### src/rtl/wide_inst_sequencer_pkg.sv
// Shared definitions for the Thumb halfword-to-instruction sequencer.
// Holds widths, two-word prefix encodings, the sequencer state enum and the decode slot struct.
package wide_inst_sequencer_pkg;

  localparam int WORD            = 32;
  localparam int HALF_WORD       = 16;
  localparam int PC_W            = 32;
  localparam int HALFWORD_OFFSET = 2;

  localparam logic [4:0] TWO_WORD_INST_1 = 5'b11101;
  localparam logic [4:0] TWO_WORD_INST_2 = 5'b11110;
  localparam logic [4:0] TWO_WORD_INST_3 = 5'b11111;

  typedef enum logic {
    EXPECT_FIRST  = 1'b0,
    EXPECT_SECOND = 1'b1
  } wide_seq_state_t;

  typedef struct packed {
    logic                 valid;
    logic [HALF_WORD-1:0] first;
    logic [HALF_WORD-1:0] second;
    logic                 is_32;
    logic [PC_W-1:0]      pc;
    logic                 undef;
  } dec_slot_t;

endpackage

### src/rtl/wide_inst_sequencer_if.sv
// Fetch-side handshake and decode-slot bundle of the wide instruction sequencer.
// slave = sequencer view, master = fetch/decode environment view.
interface wide_inst_sequencer_if;

  logic                                      fetch_valid_i;
  logic [wide_inst_sequencer_pkg::HALF_WORD-1:0] fetch_half_i;
  logic [wide_inst_sequencer_pkg::PC_W-1:0]  fetch_pc_i;
  logic                                      fetch_ready_o;
  logic                                      flush_i;
  logic                                      stall_i;
  logic                                      dec_valid_o;
  logic [wide_inst_sequencer_pkg::HALF_WORD-1:0] dec_first_o;
  logic [wide_inst_sequencer_pkg::HALF_WORD-1:0] dec_second_o;
  logic                                      dec_is_32_o;
  logic [wide_inst_sequencer_pkg::PC_W-1:0]  dec_pc_o;
  logic                                      dec_undef_o;

  modport slave (
    input  fetch_valid_i, fetch_half_i, fetch_pc_i, flush_i, stall_i,
    output fetch_ready_o, dec_valid_o, dec_first_o, dec_second_o,
           dec_is_32_o, dec_pc_o, dec_undef_o
  );

  modport master (
    output fetch_valid_i, fetch_half_i, fetch_pc_i, flush_i, stall_i,
    input  fetch_ready_o, dec_valid_o, dec_first_o, dec_second_o,
           dec_is_32_o, dec_pc_o, dec_undef_o
  );

endinterface

### src/rtl/wide_inst_sequencer_prefix_detect.sv
// Combinational 32-bit Thumb prefix detector (first halfword of a two-word encoding).
// Shared with the fetch alignment logic.
module wide_prefix_detect
  import wide_inst_sequencer_pkg::*;
(
  input  logic [HALF_WORD-1:0] half_i,
  output logic                 is_prefix_o
);

  assign is_prefix_o = half_i[15:11] inside {TWO_WORD_INST_1, TWO_WORD_INST_2, TWO_WORD_INST_3};

endmodule

### src/rtl/wide_inst_sequencer.sv
// Fetch-to-decode halfword sequencer: passes 16-bit instructions, pairs prefix+suffix into one slot.
// Optional suffix sanity check built when WIDE_SEQ_UNDEF_CHECK_EN is defined.
module wide_inst_sequencer
  import wide_inst_sequencer_pkg::*;
(
  input  logic                   clk_i,
  input  logic                   rst_n_i,
  wide_inst_sequencer_if.slave   bus
);

  wide_seq_state_t      state_q, state_d;
  logic [HALF_WORD-1:0] pfx_q, pfx_d;
  logic [PC_W-1:0]      pfx_pc_q, pfx_pc_d;
  dec_slot_t            slot_q, slot_d;

  logic adv, accept, is_prefix;

  wide_prefix_detect u_pfx (
    .half_i      (bus.fetch_half_i),
    .is_prefix_o (is_prefix)
  );

  // Slot may advance when empty or decode is consuming it; flush and reset block acceptance.
  assign adv               = ~slot_q.valid | ~bus.stall_i;
  assign bus.fetch_ready_o = adv & ~bus.flush_i & rst_n_i;
  assign accept            = bus.fetch_valid_i & bus.fetch_ready_o;

  always_comb begin
    state_d  = state_q;
    pfx_d    = pfx_q;
    pfx_pc_d = pfx_pc_q;
    slot_d   = slot_q;
    if (bus.flush_i) begin
      state_d  = EXPECT_FIRST;
      pfx_d    = '0;
      pfx_pc_d = '0;
      slot_d   = '0;
    end else if (adv) begin
      slot_d = '0;
      if (accept) begin
        if (state_q == EXPECT_SECOND) begin
          slot_d.valid  = 1'b1;
          slot_d.first  = pfx_q;
          slot_d.second = bus.fetch_half_i;
          slot_d.is_32  = 1'b1;
          slot_d.pc     = pfx_pc_q;
`ifdef WIDE_SEQ_UNDEF_CHECK_EN
          slot_d.undef  = (bus.fetch_half_i[15:14] != 2'b11);
`endif
          state_d       = EXPECT_FIRST;
        end else if (is_prefix) begin
          pfx_d    = bus.fetch_half_i;
          pfx_pc_d = bus.fetch_pc_i;
          state_d  = EXPECT_SECOND;
        end else begin
          slot_d.valid = 1'b1;
          slot_d.first = bus.fetch_half_i;
          slot_d.pc    = bus.fetch_pc_i;
        end
      end
    end
  end

  always_ff @(posedge clk_i) begin
    if (!rst_n_i) begin
      state_q  <= EXPECT_FIRST;
      pfx_q    <= '0;
      pfx_pc_q <= '0;
      slot_q   <= '0;
    end else begin
      state_q  <= state_d;
      pfx_q    <= pfx_d;
      pfx_pc_q <= pfx_pc_d;
      slot_q   <= slot_d;
    end
  end

  assign bus.dec_valid_o  = slot_q.valid;
  assign bus.dec_first_o  = slot_q.first;
  assign bus.dec_second_o = slot_q.second;
  assign bus.dec_is_32_o  = slot_q.is_32;
  assign bus.dec_pc_o     = slot_q.pc;
  assign bus.dec_undef_o  = slot_q.undef;

endmodule

### src/flat_wrapper.sv
// flat-port wrapper written by rule: the top's interface ports become plain ports
module wide_inst_sequencer_flat import wide_inst_sequencer_pkg::*;
  (clk_i, rst_n_i, bus_fetch_valid_i, bus_fetch_half_i, bus_fetch_pc_i, bus_flush_i, bus_stall_i, bus_fetch_ready_o, bus_dec_valid_o, bus_dec_first_o, bus_dec_second_o, bus_dec_is_32_o, bus_dec_pc_o, bus_dec_undef_o);
  wide_inst_sequencer_if bus_i ();
  input  logic clk_i;
  input  logic rst_n_i;
  input wire logic [$bits(bus_i.fetch_valid_i)-1:0] bus_fetch_valid_i;
  input wire logic [$bits(bus_i.fetch_half_i)-1:0] bus_fetch_half_i;
  input wire logic [$bits(bus_i.fetch_pc_i)-1:0] bus_fetch_pc_i;
  input wire logic [$bits(bus_i.flush_i)-1:0] bus_flush_i;
  input wire logic [$bits(bus_i.stall_i)-1:0] bus_stall_i;
  output wire logic [$bits(bus_i.fetch_ready_o)-1:0] bus_fetch_ready_o;
  output wire logic [$bits(bus_i.dec_valid_o)-1:0] bus_dec_valid_o;
  output wire logic [$bits(bus_i.dec_first_o)-1:0] bus_dec_first_o;
  output wire logic [$bits(bus_i.dec_second_o)-1:0] bus_dec_second_o;
  output wire logic [$bits(bus_i.dec_is_32_o)-1:0] bus_dec_is_32_o;
  output wire logic [$bits(bus_i.dec_pc_o)-1:0] bus_dec_pc_o;
  output wire logic [$bits(bus_i.dec_undef_o)-1:0] bus_dec_undef_o;
  assign bus_i.fetch_valid_i = bus_fetch_valid_i;
  assign bus_i.fetch_half_i = bus_fetch_half_i;
  assign bus_i.fetch_pc_i = bus_fetch_pc_i;
  assign bus_i.flush_i = bus_flush_i;
  assign bus_i.stall_i = bus_stall_i;
  assign bus_fetch_ready_o = bus_i.fetch_ready_o;
  assign bus_dec_valid_o = bus_i.dec_valid_o;
  assign bus_dec_first_o = bus_i.dec_first_o;
  assign bus_dec_second_o = bus_i.dec_second_o;
  assign bus_dec_is_32_o = bus_i.dec_is_32_o;
  assign bus_dec_pc_o = bus_i.dec_pc_o;
  assign bus_dec_undef_o = bus_i.dec_undef_o;
  wide_inst_sequencer u_core (.clk_i(clk_i), .rst_n_i(rst_n_i), .bus(bus_i));
endmodule
### config.mk
export PLATFORM = sky130hd
export DESIGN_NAME = wide_inst_sequencer_flat
export DESIGN_NICKNAME = d
export VERILOG_FILES = /design/src/rtl/wide_inst_sequencer_pkg.sv /design/src/rtl/wide_inst_sequencer_if.sv /design/src/rtl/wide_inst_sequencer_prefix_detect.sv /design/src/rtl/wide_inst_sequencer.sv /design/src/flat_wrapper.sv
export SDC_FILE = /design/constraint.sdc
export NUM_CORES = 1
export LEC_CHECK = 0
export ABC_CLOCK_PERIOD_IN_PS = 1600
export BUFFER_PORTS_ARGS = -buffer_cell sky130_fd_sc_hd__buf_2
export CORE_UTILIZATION = 54
export CTS_BUF_LIST = sky130_fd_sc_hd__clkbuf_8
export CTS_CLUSTER_DIAMETER = 100
export DETAILED_ROUTE_END_ITERATION = 16
export PLACE_DENSITY = 0.82
export SLEW_MARGIN = 20
export SYNTH_ARGS = -nofsm -noshare
export SYNTH_HDL_FRONTEND = slang
export SYNTH_HIERARCHICAL = 1
export SYNTH_SLANG_ARGS = --single-unit
### constraint.sdc
create_clock -name clk_i -period 1.6 [get_ports clk_i]
set_input_delay 0 -clock clk_i [delete_from_list [all_inputs] [get_ports clk_i]]
set_output_delay 0 -clock clk_i [all_outputs]
set_load 0.005 [all_outputs]
==> impl_metrics.tcl <==
set metrics [dict create \
    switching_power_w 0.00143 \
    dieWidth_microns 93.3 \
    hold_path_end "u_core/pfx_pc_q[26]" \
    io_buffers 119 \
    power_w 0.00639 \
    globalplace.congestion 0.784 \
    die_area_sq_um 8700 \
    hpwl_microns 7350 \
    p_comb_share_pct 8.0 \
    drcViolationCount 0 \
    grt_pass1_vias 4286 \
    path_cells "dlygate4sd3_1 > buf_2 > o2111a_2 > and4bb_2 > and2_4 > buf_4 > o21ai_0" \
    max-cap-violations 0 \
    fillers 508 \
    reg2reg_from "u_core/state_q" \
    fmax_mhz 672 \
    p_leak_nw 2.53 \
    grt_first_pass_wirelength_microns 20200 \
    worstPathMaxFanout 28 \
    power-per-cell-area_nw_per_um2 1040 \
    finalSetupTns_ns 0 \
    std_cell_rows 32 \
    vias_per_cell 5.77 \
    reg2reg_setup_slack_ns 0.22 \
    area_growth_syn_to_layout_pct 36.2 \
    final_nets 700 \
    cts-htree-levels 4 \
    slew_viol_final 0 \
    grt_overflow 0 \
    initial_core_util_pct 57.1 \
    ys_types 27 \
    mostFrequentLayoutCells "119 x buf_2, 114 x dfxtp_1, 53 x dlygate4sd3_1" \
    numCtsBuffers 17 \
    first_pass_iters 5 \
    clk-insertion-delay-late_ns 0.44 \
    setup_viol 0 \
    numClockSinks 115 \
    p_seq_share_pct 45.9 \
    track_usage_pct 29.8 \
    cp-start-kind "input port" \
    synth.avg_cell_area_sq_um 9.22 \
    hold_path_depth 4 \
    skew_ns 0.00859 \
    vdd_drop_max_mv 0.615 \
    cpLargestDelayFamily "buffers and inverters" \
    cp_slowest_cell "dlygate4sd3_1" \
    wl_microns 12500 \
    num_antenna_cells 0 \
    crit_arrival_ns 1.79 \
    finalHoldViolations 0 \
    postCtsSetupBuffers 0 \
    p_int_w 0.00496 \
    io_pins 121 \
    cts_buffer_depth 2 \
    wl_per_cell_microns 16.5 \
    period_share_pct 93.0 \
    core-area_sq_um 7890 \
    netlist_area_sq_um 4500 \
    cp.buffers_inverters 3 \
    worst_setup_path_end_kind "flop" \
    path_clk_slew_ns 0.07 \
    die_h_microns 93.3 \
    antenna_found_initial 0 \
    final_antenna_net_count 0 \
    rsz0062_at_grt "no" \
    cp_slowest_stage_delay_ns 0.55 \
    rr_worst_depth 4 \
    ys_ff_latch 115 \
    mostFrequentLayoutCell "buf_2" \
    synth_nets 541 \
    hold_path.startpoint "bus_fetch_pc_i[26]" \
    hp-class "in2reg" \
    drt_iter0_drc 346 \
    vias 4395 \
    switching_share_pct 22.3 \
    syn_inst 488 \
    p_clk_share_pct 46.1 \
    grt_max_degree 73 \
    regToRegEndpoint "u_core/pfx_q[11]" \
    layout-drive-gt1-share_pct 26.8 \
    cts_root_buf "clkbuf_8" \
    status "complete, no violations" \
    cp.required_ns 1.91 \
    period_minus_slack_ns 1.49 \
    cts_tree "built" \
    seq_area_frac_synth_pct 51.2 \
    critPathKind "in2reg" \
    ys_warn_count 6 \
]
## worst reg2reg max path: cells and delay by family, from the launching register on
family                 cells  cell delay, ns
AND/OR/NAND/NOR            2            0.48
flip-flops                 1            0.36
buffers and inverters      1            0.27
AO/OA/AOI/OAI              1            0.15
## synth_stat cells
master / count / area, sq um
dfxtp_1: 115 / 2300
buf_2: 21 / 105
and2_4: 1 / 8.76
nand3_1: 48 / 240
a21oi_1: 50 / 250
conb_1: 1 / 3.75
nor3b_1: 48 / 360
a21boi_2: 1 / 11.3
o2bb2ai_1: 48 / 420
o21a_1: 1 / 7.51
inv_1: 1 / 3.75
clkbuf_1: 19 / 71.3
buf_6: 2 / 22.5
o21ai_0: 39 / 195
clkbuf_2: 3 / 15.0
nor2b_1: 1 / 6.26
o21ai_1: 10 / 50.1
buf_1: 1 / 3.75
buf_4: 5 / 37.5
a22o_1: 16 / 140
and4bb_1: 1 / 12.5
a31o_2: 1 / 8.76
and3_1: 2 / 12.5
nand2_1: 50 / 188
nor2_2: 1 / 6.26
nand2b_1: 1 / 6.26
o2111a_1: 1 / 11.3
## worst max path at each step
stage | start | end | slack (ns) | depth (start not counted)
2_1_floorplan | u_core/state_q | u_core/pfx_pc_q[15] | 0.33 | 6
6_report | bus_fetch_half_i[12] | u_core/pfx_q[11] | 0.11 | 7
5_1_grt | bus_fetch_half_i[11] | u_core/pfx_q[11] | 0.05 | 7
3_5_place_dp | u_core/state_q | u_core/pfx_pc_q[27] | 0.23 | 4
4_1_cts | bus_flush_i | u_core/pfx_pc_q[19] | 0.15 | 6
3_3_place_gp | u_core/state_q | u_core/pfx_pc_q[29] | 0.30 | 4
## logic make-up (layout without fill, tap and decap cells)
logic type / after synthesis / in the layout / share of synthesized area, %
compound gates: 167 / 167 / 24.3
buf+inv: 52 / 224 / 5.75
flops: 115 / 115 / 51.2
other cells: 1 / 1 / 0.0833
simple gates: 153 / 153 / 18.7
## sequential cells by signal, indices dropped and copies added (netlist names)
register / count
u_core/state_q: 1
u_core/bus.dec_pc_o: 32
u_core/bus.dec_is_32_o: 1
u_core/bus.dec_second_o: 16
u_core/pfx_q: 16
u_core/bus.dec_first_o: 16
u_core/pfx_pc_q: 32
u_core/bus.dec_valid_o: 1
## routing by layer
layer  vias up  wire (microns)  global-route usage, %  part of all wire [%]
met1      2075            5270                   35.0                    42
met5         -               0                      0                     0
met2       197            6110                   50.4                    49
li1       2093               -                      -                     -
met3        30             874                   7.48                   7.0
met4         0             293                   15.1                   2.3
## power groups by stage
| stage | Sequential [W] | Combinational (W) | Clock [W] |
|---|---|---|---|
| 2_1_floorplan | 0.00299 | 0.000207 | 0 |
| 3_3_place_gp | 0.00299 | 0.000386 | 0 |
| 3_5_place_dp | 0.00299 | 0.000396 | 0 |
| 4_1_cts | 0.00293 | 0.000500 | 0.00295 |
| 5_1_grt | 0.00293 | 0.000555 | 0.00308 |
| 6_report | 0.00293 | 0.000513 | 0.00294 |
## stage by stage
stage	utilization, %	cells	hold WS (ns)	cell area (sq um)	worst slack [ns]
finish	77.7	762	0.326	6130	0.112
CTS	77.7	762	0.319	6130	0.151
global route	77.7	762	0.338	6130	0.0485
detailed placement	65.5	677	0.241	5160	0.235
global placement	65.5	677	0.232	5160	0.298
floorplan	-	488	0.0555	4500	0.328
## timing repair
item	CTS	global route
resized for setup	0	0
endpoints found under the hold margin	65	0
hold buffers	53	0
## final cells by class
class | count | area, sq um | share of cell area (%)
clock buffers | 20 | 275 | 4.49
clock inverters | 12 | 161 | 2.63
inverters | 1 | 3.75 | 0.0612
multi-input cells | 321 | 1960 | 32.0
flip-flops and latches | 115 | 2310 | 37.6
well taps | 102 | 128 | 2.08
repair buffers | 191 | 1290 | 21.1
Note: power is estimated with default switching activity, not from simulation.
